$ cat src/rtl/icosoc_mod_mpwm_pkg.sv
// Register map and bit positions shared by the mpwm top level and its channel slices.
package icosoc_mod_mpwm_pkg;

  localparam logic [15:0] ADDR_CTRL     = 16'h0000;
  localparam logic [15:0] ADDR_PERIOD   = 16'h0004;
  localparam logic [15:0] ADDR_PRESCALE = 16'h0008;
  localparam logic [15:0] ADDR_COUNT    = 16'h000C;
  localparam logic [15:0] ADDR_STATUS   = 16'h0010;

  localparam logic [15:0] CH_BASE   = 16'h0100;
  localparam logic [15:0] CH_STRIDE = 16'h0010;
  localparam logic [3:0]  CH_ON     = 4'h0;
  localparam logic [3:0]  CH_OFF    = 4'h4;
  localparam logic [3:0]  CH_CFG    = 4'h8;

  localparam int unsigned CTRL_RUN    = 0;
  localparam int unsigned CTRL_COMMIT = 1;
  localparam int unsigned STAT_PEND   = 0;
  localparam int unsigned STAT_WRAP   = 1;
  localparam int unsigned CFG_EN      = 0;
  localparam int unsigned CFG_POL     = 1;

endpackage

$ cat src/rtl/icosoc_mod_mpwm_chan.sv
// One PWM channel: ON/OFF/CFG shadow and active copies, compare logic and the output pin register.
module icosoc_mod_mpwm_chan
  import icosoc_mod_mpwm_pkg::*;
#(
  parameter int unsigned CNT_W = 16
) (
  input  logic             clk,
  input  logic             reset,
  input  logic [CNT_W-1:0] cnt,
  input  logic             load,
  input  logic             we_on,
  input  logic             we_off,
  input  logic             we_cfg,
  input  logic [CNT_W-1:0] wdat,
  input  logic [1:0]       wcfg,
  output logic [CNT_W-1:0] on_sh,
  output logic [CNT_W-1:0] off_sh,
  output logic [1:0]       cfg_sh,
  output logic             pin
);

  logic [CNT_W-1:0] on_a_q, off_a_q;
  logic [1:0]       cfg_a_q;
  logic             raw_q, raw_d, pin_d;

  // OFF is checked first so it wins when ON==OFF.
  always_comb begin
    raw_d = raw_q;
    if (!cfg_a_q[CFG_EN]) begin
      raw_d = 1'b0;
    end else if (cnt == off_a_q) begin
      raw_d = 1'b0;
    end else if (cnt == on_a_q) begin
      raw_d = 1'b1;
    end
    pin_d = cfg_a_q[CFG_EN] ? (raw_d ^ cfg_a_q[CFG_POL]) : cfg_a_q[CFG_POL];
  end

  always_ff @(posedge clk) begin
    if (reset) begin
      on_sh   <= '0;
      off_sh  <= '0;
      cfg_sh  <= '0;
      on_a_q  <= '0;
      off_a_q <= '0;
      cfg_a_q <= '0;
      raw_q   <= 1'b0;
      pin     <= 1'b0;
    end else begin
      if (we_on)  on_sh  <= wdat;
      if (we_off) off_sh <= wdat;
      if (we_cfg) cfg_sh <= wcfg;
      if (load) begin
        on_a_q  <= on_sh;
        off_a_q <= off_sh;
        cfg_a_q <= cfg_sh;
      end
      raw_q <= raw_d;
      pin   <= pin_d;
    end
  end

endmodule

$ cat src/rtl/icosoc_mod_mpwm.sv
// Multi-channel PWM on the icosoc ctrl bus: bus decode, prescaler, shared period counter,
// shadow-register commit and status.
module icosoc_mod_mpwm
  import icosoc_mod_mpwm_pkg::*;
#(
  parameter int unsigned NCH   = 4,
  parameter int unsigned CNT_W = 16,
  parameter int unsigned PRE_W = 8
) (
  input  logic           clk,
  input  logic           reset,
  input  logic           ctrl_wr,
  input  logic           ctrl_rd,
  input  logic [15:0]    ctrl_addr,
  input  logic [31:0]    ctrl_wdat,
  output logic [31:0]    ctrl_rdat,
  output logic           ctrl_done,
  output logic [NCH-1:0] pins
);

  logic             done_q, run_q, pending_q, pending_d, wrap_q, wrap_d;
  logic [31:0]      rdat_q, rd_val;
  logic [CNT_W-1:0] period_sh_q, period_a_q, cnt_q, cnt_d;
  logic [PRE_W-1:0] pre_sh_q, pre_a_q, pre_q, pre_d;
  logic             req, wr_req, rd_req, tick, wrap, load, commit;
  logic             we_ctrl, we_period, we_pre, we_count, we_status, ch_hit, ch_wr;
  logic [15:0]      ch_rel;
  logic [3:0]       ch_idx, ch_sub;
  logic [CNT_W-1:0] on_sh [NCH];
  logic [CNT_W-1:0] off_sh [NCH];
  logic [1:0]       cfg_sh [NCH];
  logic             unused_wdat;

  assign unused_wdat = ^ctrl_wdat;

  // Requests are only sampled outside the ack cycle, so a held request acks once per pair.
  assign req    = (ctrl_wr | ctrl_rd) & ~done_q;
  assign wr_req = req & ctrl_wr;
  assign rd_req = req & ctrl_rd & ~ctrl_wr;

  assign ch_rel = ctrl_addr - CH_BASE;
  assign ch_idx = ch_rel[7:4];
  assign ch_sub = ch_rel[3:0];
  assign ch_hit = ({16'h0, ch_rel} < 32'(CH_STRIDE) * NCH);
  assign ch_wr  = wr_req & ch_hit;

  assign we_ctrl   = wr_req & (ctrl_addr == ADDR_CTRL);
  assign we_period = wr_req & (ctrl_addr == ADDR_PERIOD);
  assign we_pre    = wr_req & (ctrl_addr == ADDR_PRESCALE);
  assign we_count  = wr_req & (ctrl_addr == ADDR_COUNT);
  assign we_status = wr_req & (ctrl_addr == ADDR_STATUS);
  assign commit    = we_ctrl & ctrl_wdat[CTRL_COMMIT];

  assign tick = run_q & (pre_q == pre_a_q);
  assign wrap = tick & (cnt_q >= period_a_q);
  assign load = pending_q & (wrap | ~run_q);

  always_comb begin
    pre_d = pre_q;
    cnt_d = cnt_q;
    if (tick) begin
      pre_d = '0;
      cnt_d = (cnt_q >= period_a_q) ? '0 : cnt_q + 1'b1;
    end else if (run_q) begin
      pre_d = pre_q + 1'b1;
    end
    if (we_count) begin
      cnt_d = ctrl_wdat[CNT_W-1:0];
      pre_d = '0;
    end
    pending_d = commit ? 1'b1 : (load ? 1'b0 : pending_q);
    wrap_d    = wrap ? 1'b1 : ((we_status & ctrl_wdat[STAT_WRAP]) ? 1'b0 : wrap_q);
  end

  always_comb begin
    rd_val = '0;
    if (ctrl_addr == ADDR_CTRL) begin
      rd_val[CTRL_RUN] = run_q;
    end else if (ctrl_addr == ADDR_PERIOD) begin
      rd_val = 32'(period_sh_q);
    end else if (ctrl_addr == ADDR_PRESCALE) begin
      rd_val = 32'(pre_sh_q);
    end else if (ctrl_addr == ADDR_COUNT) begin
      rd_val = 32'(cnt_q);
    end else if (ctrl_addr == ADDR_STATUS) begin
      rd_val[STAT_PEND] = pending_q;
      rd_val[STAT_WRAP] = wrap_q;
    end else if (ch_hit) begin
      for (int c = 0; c < NCH; c++) begin
        if (ch_idx == 4'(c)) begin
          case (ch_sub)
            CH_ON:   rd_val = 32'(on_sh[c]);
            CH_OFF:  rd_val = 32'(off_sh[c]);
            CH_CFG:  rd_val = 32'(cfg_sh[c]);
            default: rd_val = '0;
          endcase
        end
      end
    end
  end

  always_ff @(posedge clk) begin
    if (reset) begin
      done_q      <= 1'b0;
      rdat_q      <= '0;
      run_q       <= 1'b0;
      pending_q   <= 1'b0;
      wrap_q      <= 1'b0;
      period_sh_q <= '0;
      period_a_q  <= '0;
      pre_sh_q    <= '0;
      pre_a_q     <= '0;
      pre_q       <= '0;
      cnt_q       <= '0;
    end else begin
      done_q    <= req;
      rdat_q    <= rd_req ? rd_val : '0;
      pending_q <= pending_d;
      wrap_q    <= wrap_d;
      pre_q     <= pre_d;
      cnt_q     <= cnt_d;
      if (we_ctrl)   run_q       <= ctrl_wdat[CTRL_RUN];
      if (we_period) period_sh_q <= ctrl_wdat[CNT_W-1:0];
      if (we_pre)    pre_sh_q    <= ctrl_wdat[PRE_W-1:0];
      if (load) begin
        period_a_q <= period_sh_q;
        pre_a_q    <= pre_sh_q;
      end
    end
  end

  assign ctrl_done = done_q;
  assign ctrl_rdat = rdat_q;

  for (genvar c = 0; c < NCH; c++) begin : g_chan
    logic sel;
    assign sel = ch_wr & (ch_idx == 4'(c));

    icosoc_mod_mpwm_chan #(
      .CNT_W(CNT_W)
    ) u_chan (
      .clk   (clk),
      .reset (reset),
      .cnt   (cnt_q),
      .load  (load),
      .we_on (sel & (ch_sub == CH_ON)),
      .we_off(sel & (ch_sub == CH_OFF)),
      .we_cfg(sel & (ch_sub == CH_CFG)),
      .wdat  (ctrl_wdat[CNT_W-1:0]),
      .wcfg  (ctrl_wdat[1:0]),
      .on_sh (on_sh[c]),
      .off_sh(off_sh[c]),
      .cfg_sh(cfg_sh[c]),
      .pin   (pins[c])
    );
  end

endmodule

$ cat config.mk
export PLATFORM = sky130hd
export DESIGN_NAME = icosoc_mod_mpwm
export DESIGN_NICKNAME = d
export VERILOG_FILES = /design/src/rtl/icosoc_mod_mpwm_pkg.sv /design/src/rtl/icosoc_mod_mpwm_chan.sv /design/src/rtl/icosoc_mod_mpwm.sv
export SDC_FILE = /design/constraint.sdc
export NUM_CORES = 1
export LEC_CHECK = 0
export ABC_CLOCK_PERIOD_IN_PS = 4840
export BUFFER_PORTS_ARGS = -buffer_cell sky130_fd_sc_hd__buf_2
export CORE_MARGIN = 4
export CORE_UTILIZATION = 45
export CTS_CLUSTER_SIZE = 28
export DETAILED_ROUTE_END_ITERATION = 8
export GPL_TIMING_DRIVEN = 0
export HOLD_SLACK_MARGIN = 0.02
export RECOVER_POWER = 100
export SLEW_MARGIN = 15
export SYNTH_ARGS = -nofsm -noshare
export SYNTH_HDL_FRONTEND = slang
export SYNTH_SLANG_ARGS = --single-unit
$ cat constraint.sdc
create_clock -name clk -period 4.84 [get_ports clk]
set_input_delay 0.242 -clock clk [delete_from_list [all_inputs] [get_ports clk]]
set_output_delay 0.242 -clock clk [all_outputs]
set_load 0.02 [all_outputs]
==> results of run 1 <==
logic make-up (layout without fill, tap and decap cells):
kind of cell               after synthesis  after routing  synth area share [%]
and+or+nand+nor                        894            894                  22.6
AOI/OAI and AO/OA                      492            492                  16.8
DFF                                    372            372                  44.0
buffers and inverters                  207            338                  5.66
xor gates and xnor gates               149            149                  7.71
muxes                                   32             32                  1.94
adders and majority gates               18             18                  1.33
other                                    1             17                0.0221
cell usage in the layout, fill, tap and decap left out, drive strengths merged, types with 21 or more instances in the layout:
master  netlist  routed
nand3        43      43
a21oi       344     344
o21ai        29      29
clkbuf       96     196
xor2         70      70
nor4         24      24
mux2i        25      25
dfxtp       372     372
nand2       680     680
nor3         24      24
xnor2        79      79
buf          90      91
inv          21      21
nand4        25      25
nor2         55      55
routing by layer:
metal / GRT usage (%) / share of wire, %
met1: 46.1 / 42
met5: 0 / 0
met2: 52.5 / 44
met4: 14.0 / 4.7
met3: 5.04 / 9.3
path summary, 6_finish.rpt:
kind,slack (ns),end,startpoint,depth (start not counted)
worst max-delay path,0.21,g_chan[1].u_chan.off_a_q[6],cnt_q[0],13
worst max register to register,0.21,g_chan[1].u_chan.off_a_q[6],cnt_q[0],13
worst min register to register,0.46,period_a_q[15],period_a_q[15],2
worst min-delay path,0.15,g_chan[0].u_chan.cfg_sh[1],ctrl_addr[6],4
stage by stage:
step                      hold slack, ns  instances
final                              0.146       2816
after CTS                          0.146       2815
after floorplan                    0.381       2180
after global placement             0.448       2728
after global routing               0.179       2815
after detailed placement           0.448       2728
state kept, by name (all words and copies together) (netlist names), 8 cells and up:
signal	flops
g_chan.u_chan.on_sh	64
g_chan.u_chan.off_a_q	64
cnt_q	16
g_chan.u_chan.off_sh	64
pre_a_q	8
pre_sh_q	8
period_sh_q	16
g_chan.u_chan.on_a_q	64
g_chan.u_chan.cfg_sh	8
g_chan.u_chan.cfg_a_q	8
ctrl_rdat	16
period_a_q	16
pre_q	8
repair_timing:
item,4_1_cts,5_1_grt
setup endpoints to repair,101,3
resized for setup,1,2
hold endpoints to repair,8,0
hold buffers,9,0
gates cloned,0,0
final cells by class:
cell class / instances / area (um^2)
Fill cell: 3614 / 17500
Inverter: 21 / 78.8
Clock inverter: 21 / 241
Clock buffer: 57 / 1270
Multi-Input combinational cell: 1601 / 8520
Sequential cell: 372 / 7450
Buffer: 186 / 860
Tap cell: 504 / 631
Antenna cell: 1 / 2.50
Timing Repair Buffer: 53 / 283
Yosys cell counts, types with 20 or more instances:
cell type | number | share of area (%)
sky130_fd_sc_hd__nand2_1 | 676 | 15
sky130_fd_sc_hd__dfxtp_1 | 372 | 44
sky130_fd_sc_hd__a21oi_1 | 343 | 10
sky130_fd_sc_hd__clkbuf_1 | 94 | 2.1
sky130_fd_sc_hd__xnor2_1 | 79 | 4.1
sky130_fd_sc_hd__xor2_1 | 70 | 3.6
sky130_fd_sc_hd__nor2_1 | 50 | 1.1
sky130_fd_sc_hd__buf_2 | 44 | 1.3
sky130_fd_sc_hd__nand3_1 | 42 | 1.2
sky130_fd_sc_hd__o21ai_0 | 28 | 0.83
sky130_fd_sc_hd__buf_4 | 25 | 1.1
sky130_fd_sc_hd__mux2i_1 | 25 | 1.5
sky130_fd_sc_hd__nand4_1 | 25 | 0.92
sky130_fd_sc_hd__inv_1 | 21 | 0.47
sky130_fd_sc_hd__nor4_1 | 20 | 0.74
worst reg2reg max path, cell delays in order, from the launching register on:
cell,delay [ns]
sky130_fd_sc_hd__dfxtp_1,0.34
sky130_fd_sc_hd__clkbuf_2,0.39
sky130_fd_sc_hd__clkbuf_2,0.58
sky130_fd_sc_hd__inv_1,0.11
sky130_fd_sc_hd__ha_1,0.29
sky130_fd_sc_hd__nor2b_1,0.09
sky130_fd_sc_hd__o21ai_0,0.09
sky130_fd_sc_hd__a221oi_1,0.39
sky130_fd_sc_hd__o211ai_1,0.37
sky130_fd_sc_hd__a21oi_2,0.61
sky130_fd_sc_hd__clkbuf_2,0.57
sky130_fd_sc_hd__clkbuf_1,0.44
sky130_fd_sc_hd__nand2_1,0.11
sky130_fd_sc_hd__a21oi_1,0.16
power by group through the flow:
stage / Clock (uW) / Sequential [uW] / Combinational [uW]
4_1_cts: 3500 / 3060 / 259
6_report: 3480 / 3060 / 269
2_1_floorplan: 0 / 3130 / 129
3_3_place_gp: 0 / 3130 / 252
5_1_grt: 3630 / 3060 / 271
3_5_place_dp: 0 / 3130 / 253
==> metrics.txt, run 1 <==
total power divided by cell area 352 nW/um^2; clock-pin slew on the worst setup and hold paths 0.06 ns; setup TNS 0 ns; core outline area 36900 um^2; deepest level of the CTS H-tree 2; CP Data Required Time 5.33 ns; final setup fails 0; internal power 5230 uW; EDFF count, synth 0; global-route wire length before repair 101000 um; number of max-cap violations 0; Skew-Pair Late Insertion Delay 0.58 ns; number of top-level pins 89; number of vias after detailed routing 16521; share of the clock period used by the worst path after layout 95.7%; Port Buffers 44; Post-Route WL 70900 um; post-synthesis cell area 16900 um^2; Fin. Hold Viols 0; CTS tree done; static power due to leakage 0.00684 uW; post-synthesis area per instance 7.82 um^2; register area share after synthesis 44.0%; largest net degree at the start of global routing 14; FF+latch count, synth 372; class of the worst hold path primary input to flop; start-to-end type of the worst setup path flop to flop; element type at the critical path end flop; number of nets in the finished design 2347; Global Route Usage Sum 33.4%; vias per cell 5.87; Worst path slowest cell sky130_fd_sc_hd__a21oi_2; effective utilization at floorplan 45.9%; crit-path most repeated cell sky130_fd_sc_hd__clkbuf_2; setup bufs post-CTS 0; setup repair after global routing missed its margin no; Sink Count 372; Syn Inst Count 2165; number of antenna-violating nets in the routed design 0; total net switching power 1590 uW; number of antenna violations at the first check in global routing 2; combinational share of power 3.9%; number of global-route vias before repair 15022; Area Overhead vs Synth 14.1%; Synth Flop Type sky130_fd_sc_hd__dfxtp_1; number of buffers added by the clock tree synthesis step 42; status complete, no violations; clk buf depth 3; placed standard-cell area 17900 um^2; width of the die 202 um; Ys Warns 0; worst slew slack as a fraction of its limit 10.6%; die outline height 202 um; number of unique standard cell types used by synthesis 63; largest vdd supply drop 0.205 mV; highest attainable clock frequency 216 MHz; critical path peak fanout 10; CP cell instances clkbuf_2 -> clkbuf_2 -> inv_1 -> ha_1 -> nor2b_1 -> o21ai_0 -> a221oi_1 -> o211ai_1 -> a21oi_2 -> clkbuf_2 -> clkbuf_1 -> nand2_1 -> a21oi_1; post-route setup slack 0.207 ns; number of iterations in the first detailed-routing pass 6; Flop pwr share 44.9%; RD Place Congestion 0.978; Root Buffer Master sky130_fd_sc_hd__clkbuf_16; final clock skew 0.0197 ns; number of max-slew violations in the final report 0; Residual DRC 0; Crit path arrival time 5.12 ns; startpoint type of the worst setup path flop; number of buffer and inverter instances along the worst setup path 5; fraction of synthesis flops using an asynchronous set or reset pin 0%; fraction of power consumed by the clock network 51.1%; final core utilization 52.4%; number of cell rows 70; estimated wirelength of the detail-placed design 49900 um; switching power share of the total 23.3%; wire per inst 25.2 um; pre-CTS WS -0.229 ns; design area 19300 um^2; shortest clock period the worst path allows after layout 4.63 ns; delay of the slowest cell on the worst path 0.61 ns; overflow left after global routing 0; slew at the pin closest to its max-slew limit 1.34 ns; initial detailed-routing violation count 1955; overall power after layout 6810 uW; cell family with the largest share of critical-path delay buffers and inverters; share of post-route cells with drive strength above 1 8.18%; die area 40800 um^2
Note: power is estimated with default switching activity, not from simulation.
==> inputs of run 2 (changes only) <==
- SYNTH_HIERARCHICAL: unset -> 1
==> metrics.txt, run 2 <==
vias per cell 5.69 (-3.0%); number of antenna-violating nets in the routed design 0 (unchanged); most frequent cell after synthesis sky130_fd_sc_hd__dfxtp_1; slew at the pin closest to its max-slew limit 1.59 ns (+0.253 ns); CP Data Required Time 5.28 ns (-0.05 ns); CP cell instances ha_1 -> nand2_1 -> o21ai_0 -> a221oi_1 -> o41a_1 -> o31ai_1 -> and2_1 -> clkbuf_1 -> clkbuf_2 -> mux2i_1 -> nor2_1; RD Place Congestion 0.997 (+1.9%); status complete, but fails checks; Syn Inst Count 1793 (-17%); number of buffer and inverter instances along the worst setup path 2 (-3); pre-CTS WS -0.232 ns (-0.00272 ns); core outline area 36900 um^2 (unchanged); estimated wirelength of the detail-placed design 41800 um (-16%); number of nets in the finished design 1978 (-16%); cell family with the largest share of critical-path delay compound AO/OA/AOI/OAI gates; most area-consuming cells after synthesis sky130_fd_sc_hd__dfxtp_1, sky130_fd_sc_hd__mux2i_1, sky130_fd_sc_hd__nor2_1, sky130_fd_sc_hd__xnor2_1, sky130_fd_sc_hd__xor2_1; Fin. Hold Viols 0 (unchanged); GRT busiest layer met2; die area 40700 um^2 (-0.19%); largest net degree at the start of global routing 18 (+4); Sink Count 372 (unchanged); Global Route Usage Sum 29.1% (-4.3 points); number of antenna violations at the first check in global routing 1 (-1); most frequent cells after synthesis sky130_fd_sc_hd__dfxtp_1, sky130_fd_sc_hd__nor2_1, sky130_fd_sc_hd__mux2i_1, sky130_fd_sc_hd__xnor2_1, sky130_fd_sc_hd__a21oi_1; final setup fails 0 (unchanged); die outline height 202 um (about the same); CTS tree done; Synth Flop Type sky130_fd_sc_hd__dfxtp_1; post-route setup slack 0.0692 ns (-0.138 ns); number of max-cap violations 1 (+1); EDFF count, synth 0 (unchanged); setup repair after global routing missed its margin no; startpoint type of the worst setup path flop; Post-Route WL 61100 um (-14%); Worst path slowest cell sky130_fd_sc_hd__dfxtp_1; number of cell rows 70 (unchanged); share of post-route cells with drive strength above 1 7.93% (-0.24 points); failing checks max-capacitance violations, max-slew violations; Port Buffers 53 (+20%); number of buffers added by the clock tree synthesis step 42 (unchanged); met1 routing resource usage after global routing 39.5% (-6.5 points); number of max-slew violations in the final report 11 (+11); number of vias after detailed routing 13913 (-16%); global-route wire length before repair 88900 um (-12%); number of iterations in the first detailed-routing pass 6 (unchanged); Root Buffer Master sky130_fd_sc_hd__clkbuf_16; post-synthesis area per instance 9.43 um^2 (+21%); shortest clock period the worst path allows after layout 4.77 ns (+0.138 ns); ANT cells 0 (-1); clock-pin slew on the worst setup and hold paths 0.06 ns (about the same); start-to-end type of the worst setup path flop to flop; number of top-level pins 89 (unchanged); effective utilization at floorplan 45.8% (-0.092 points); worst slew slack as a fraction of its limit -7.14% (-18 points); fraction of post-synthesis cell area in the top cell type by area 44.1% (+0.088 points); setup TNS 0 ns (unchanged); post-synthesis cell type with the largest combined area sky130_fd_sc_hd__dfxtp_1; width of the die 202 um (about the same); fraction of synthesis flops using an asynchronous set or reset pin 0% (unchanged); area taken by flip-flops and latches 7460 um^2 (+0.17%); critical path peak fanout 16 (+6); setup bufs post-CTS 0 (unchanged); post-synthesis cell area 16900 um^2 (-0.20%); Skew-Pair Late Insertion Delay 0.57 ns (about the same); delay of the slowest cell on the worst path 1.15 ns (+0.54 ns); final core utilization 52.0% (-0.39 points); total power divided by cell area 345 nW/um^2 (-2.2%); final clock skew 0.0148 ns (-0.00494 ns); initial detailed-routing violation count 1335 (-32%); Area Overhead vs Synth 13.5%; highest attainable clock frequency 210 MHz (-2.9%); register area share after synthesis 44.1% (+0.088 points); wire per inst 25.0 um (-0.76%); met2 track demand over resource 46.2% (-6.3 points); FF+latch count, synth 372 (unchanged); largest vdd supply drop 0.298 mV (+45%); commonest non-fill, non-tap cell in the layout sky130_fd_sc_hd__dfxtp_1; met3 track demand over resource 4.40% (-0.64 points); multi-input combinational cell area 8750 um^2 (+2.7%); clk buf depth 3 (unchanged); number of unique standard cell types used by synthesis 64 (+1.6%); deepest level of the CTS H-tree 2 (unchanged); Ys Warns 6 (+6); element type at the critical path end flop; overall power after layout 6620 uW (-2.9%); number of global-route vias before repair 13468 (-10%); static power due to leakage 0.00682 uW (-0.25%); share of the clock period used by the worst path after layout 98.6% (+2.8 points); commonest cells after routing, fill and taps aside sky130_fd_sc_hd__dfxtp_1, sky130_fd_sc_hd__nor2_1, sky130_fd_sc_hd__mux2i_1; Crit path arrival time 5.21 ns (+0.09 ns); Residual DRC 0 (unchanged); number of fill cells in the layout 3485 (-3.6%); class of the worst hold path primary input to flop; overflow left after global routing 0 (unchanged); tightest hold margin 0.137 ns (-0.00883 ns)
run 2: cells by family (layout without fill, tap and decap cells):
| kind of cell | count (synthesis) | count (layout) | synth area share (%) |
|---|---|---|---|
| AND/OR/NAND/NOR | 556 | 556 | 14.6 |
| flip-flops | 372 | 372 | 44.1 |
| multiplexers | 311 | 311 | 18.5 |
| AO/OA/AOI/OAI | 239 | 239 | 9.91 |
| buffers and inverters | 151 | 284 | 4.09 |
| XOR/XNOR | 145 | 145 | 7.51 |
| adder cells (fa/ha/maj) | 18 | 18 | 1.33 |
| other | 1 | 16 | 0.0222 |
run 2: timing repair:
action | in CTS | in global routing
gates resized for setup | 1 | 0
hold endpoints to repair | 2 | 0
endpoints found under the setup margin | 120 | 0
hold buffers | 3 | 0
run 2: worst register-to-register path, cell delays in order, from the launching register on:
cell                       delay [ns]
sky130_fd_sc_hd__dfxtp_1         1.15
sky130_fd_sc_hd__ha_1            0.27
sky130_fd_sc_hd__nand2_1         0.05
sky130_fd_sc_hd__o21ai_0         0.16
sky130_fd_sc_hd__a221oi_1        0.16
sky130_fd_sc_hd__o41a_1          0.48
sky130_fd_sc_hd__o31ai_1         0.59
sky130_fd_sc_hd__and2_1          0.55
sky130_fd_sc_hd__clkbuf_1        0.45
sky130_fd_sc_hd__clkbuf_2        0.45
sky130_fd_sc_hd__mux2i_1         0.27
sky130_fd_sc_hd__nor2_1          0.06
run 2: worst paths after layout:
kind / slack, ns / cells after the start / end / start
max: 0.07 / 11 / g_chan[2].u_chan/off_a_q[11] / cnt_q[2]
min: 0.14 / 3 / period_sh_q[15] / ctrl_wdat[15]
max reg2reg: 0.07 / 11 / g_chan[2].u_chan/off_a_q[11] / cnt_q[2]
min reg2reg: 0.48 / 2 / period_sh_q[5] / period_sh_q[5]
run 2: per-stage QoR:
step           std cells  instance area (um^2)
2_1_floorplan       1808                 17000
3_3_place_gp        2365                 17900
3_5_place_dp        2365                 17900
4_1_cts             2445                 19300
5_1_grt             2445                 19200
6_report            2445                 19200
run 2: report_power, final:
group	total, uW	internal (uW)	leakage (uW)	switching, uW
clock network	3300	1990	0.000687	1310
logic	250	52.7	0.00313	197
registers	3060	3060	0.00300	0.897
total	6620	5110	0.00682	1510
run 2: final cells by class:
class | count | share of cell area [%]
buffer | 126 | 2.95
sequential | 372 | 38.9
timing repair buffer | 56 | 1.39
tap | 504 | 3.29
clock buffer | 64 | 6.50
multi-input combinational | 1285 | 45.6
clock inverter | 13 | 0.900
inverter | 25 | 0.489
run 2: layer usage:
| layer | part of all wire (%) | vias up |
|---|---|---|
| li1 | - | 6447 |
| met4 | 4.5 | 0 |
| met5 | 0 | - |
| met2 | 45 | 564 |
| met1 | 44 | 6767 |
| met3 | 6.8 | 135 |
==> inputs of run 3 (changes only) <==
- PLACE_DENSITY: unset -> 0.68
- SYNTH_HIERARCHICAL: 1 -> unset
==> metrics.txt, run 3 (synthesis gave the netlist of run 1 again) <==
critical path peak fanout 10 (-6); wire per inst 24.7 um (-1.1%); commonest cells after routing, fill and taps aside sky130_fd_sc_hd__nand2_1, sky130_fd_sc_hd__dfxtp_1, sky130_fd_sc_hd__a21oi_1; deepest level of the CTS H-tree 2 (unchanged); Post-Route WL 69300 um (+13%); status complete, no violations; met2 wirelength from detailed routing 29300 um (+7.5%); top layer reached by signal wires met4; area taken by flip-flops and latches 7450 um^2 (-0.17%); die area 40800 um^2 (+0.19%); number of nets in the finished design 2343 (+18%); number of global-route vias before repair 15270 (+13%); design area 19100 um^2 (-0.55%); clock-pin slew on the worst setup and hold paths 0.07 ns (about the same); number of iterations in the first detailed-routing pass 6 (unchanged); Critical path origin cnt_q[0]; final core utilization 51.8% (-0.29 points); overflow left after global routing 0 (unchanged); crit-path most repeated cell sky130_fd_sc_hd__clkbuf_2; Fin. Hold Viols 0 (unchanged); setup bufs post-CTS 0 (unchanged); clk buf depth 3 (unchanged); die outline height 202 um (about the same); number of top-level pins 89 (unchanged); global-route wire length before repair 99300 um (+12%); share of the clock period used by the worst path after layout 94.7% (-3.9 points); number of antenna-violating nets in the routed design 0 (unchanged); startpoint type of the worst setup path flop; Area Overhead vs Synth 12.7%; core outline area 36900 um^2 (unchanged); post-route setup slack 0.258 ns (+0.189 ns); multi-input combinational cell area 8520 um^2 (-2.6%); tightest hold margin 0.0440 ns (-0.0934 ns); RD Place Congestion 0.991 (-0.57%); number of cell rows 70 (unchanged); Global Route Usage Sum 32.6% (+3.5 points); Met3 Routed Length 7710 um (+87%); Sink Count 372 (unchanged); vias per cell 5.86 (+3.0%); class of the worst hold path primary input to flop; Worst path slowest cell sky130_fd_sc_hd__a21oi_2; number of max-slew violations in the final report 0 (-11); number of buffers added by the clock tree synthesis step 40 (-4.8%); estimated wirelength of the detail-placed design 49100 um (+18%); total placed cells including tap cells 2728 (+15%); number of max-cap violations 0 (-1); beginning of the worst register-to-register path cnt_q[0]; worst slew slack as a fraction of its limit 10.5% (+18 points); number of fill cells in the layout 3660 (+5.0%); total power divided by cell area 334 nW/um^2 (-3.1%); largest vdd supply drop 0.265 mV (-11%); commonest non-fill, non-tap cell in the layout sky130_fd_sc_hd__nand2_1; worst hold start ctrl_wr; CP cell instances clkbuf_2 -> buf_2 -> inv_1 -> ha_1 -> nor2b_1 -> o21ai_0 -> a221oi_1 -> o211ai_1 -> a21oi_2 -> clkbuf_2 -> clkbuf_1 -> nand2_1 -> a21oi_1; CP Data Required Time 5.30 ns (+0.02 ns); number of vias after detailed routing 16449 (+18%); setup repair after global routing missed its margin no; Skew-Pair Late Insertion Delay 0.55 ns (-0.02 ns); placed standard-cell area 17900 um^2 (about the same); ANT cells 0 (unchanged); width of the die 202 um (about the same); final setup fails 0 (unchanged); highest attainable clock frequency 218 MHz (+4.1%); start-to-end type of the worst setup path flop to flop; final clock skew 0.0235 ns (+0.00875 ns); slew at the pin closest to its max-slew limit 1.34 ns (-0.253 ns); share of post-route cells with drive strength above 1 7.60% (-0.33 points); Residual DRC 0 (unchanged); pre-CTS WS -0.220 ns (+0.0118 ns); initial detailed-routing violation count 2077 (+56%); number of cells in the finished layout apart from fillers 2806 (+15%); number of antenna violations at the first check in global routing 0 (-1); Port Buffers 44 (-17%); delay of the slowest cell on the worst path 0.57 ns (-0.58 ns); largest net degree at the start of global routing 14 (-4); static power due to leakage 0.00669 uW (-1.9%); element type at the critical path end flop; Root Buffer Master sky130_fd_sc_hd__clkbuf_16; CTS tree done; shortest clock period the worst path allows after layout 4.58 ns (-0.189 ns); Crit path arrival time 5.04 ns (-0.17 ns); effective utilization at floorplan 45.9% (+0.092 points); length of routed wiring on met1 28200 um (+4.9%)
-- run 3: cell types whose count changed in the layout (fill, tap and decap cells not counted), sizes merged, moves of 7 or more --
| cell | delta |
|---|---|
| a31oi | +7 |
| a21oi | +271 |
| nand2 | +619 |
| clkbuf | +17 |
| nand3 | +15 |
| nor2b | -13 |
| a221oi | -8 |
| a221o | +17 |
| mux2i | -274 |
| nor2 | -290 |
| a22o | -26 |
| buf | +32 |
-- run 3: layout make-up --
| cell class | count | share of cell area [%] |
|---|---|---|
| plain buffers | 186 | 4.52 |
| clock buffers | 62 | 6.31 |
| clock inverters | 9 | 0.407 |
| inverters | 21 | 0.413 |
| multi-input cells | 1601 | 44.6 |
| flip-flops and latches | 372 | 39.0 |
| well taps | 504 | 3.30 |
| repair buffers | 51 | 1.38 |
-- run 3: worst paths after layout --
path / to / slack, ns / cells past startpoint
worst max-delay path: g_chan[2].u_chan.off_a_q[3] / 0.26 / 13
worst min-delay path: ctrl_done / 0.04 / 3
worst max register to register: g_chan[2].u_chan.off_a_q[3] / 0.26 / 13
worst min register to register: period_a_q[3] / 0.46 / 2
-- run 3: what timing repair did --
item | CTS | global route
gates resized for setup | 1 | 4
hold buffers | 7 | 0
endpoints found under the hold margin | 7 | 0
endpoints found under the setup margin | 104 | 100
-- run 3: layer usage --
| layer | up-vias | global-route usage, % |
|---|---|---|
| li1 | 7493 | - |
| met1 | 7833 | 44.2 |
| met2 | 923 | 49.1 |
| met3 | 200 | 7.94 |
| met4 | 0 | 15.5 |
| met5 | - | 0 |
-- run 3: metrics by stage --
step                TNS [ns]  total power (uW)
detailed placement    -15.02              3380
finish                     0              6380
CTS                        0              6360
global route               0              6510
global placement       -8.49              3380
floorplan                  0              3260
-- run 3: worst max-delay path, delay by kind of cell, from the launching register on --
kind | cells | cell delay, ns
AO/OA/AOI/OAI | 5 | 1.64
flip-flops | 1 | 0.34
buffers and inverters | 5 | 1.99
adder cells (fa/ha/maj) | 1 | 0.29
AND/OR/NAND/NOR | 2 | 0.21
-- run 3: power by group --
part,leakage [uW],switching (uW),internal [uW],total [uW]
Clock,0.000624,1290,1760,3050
Sequential,0.00299,0.949,3060,3060
Combinational,0.00307,212,51.4,263
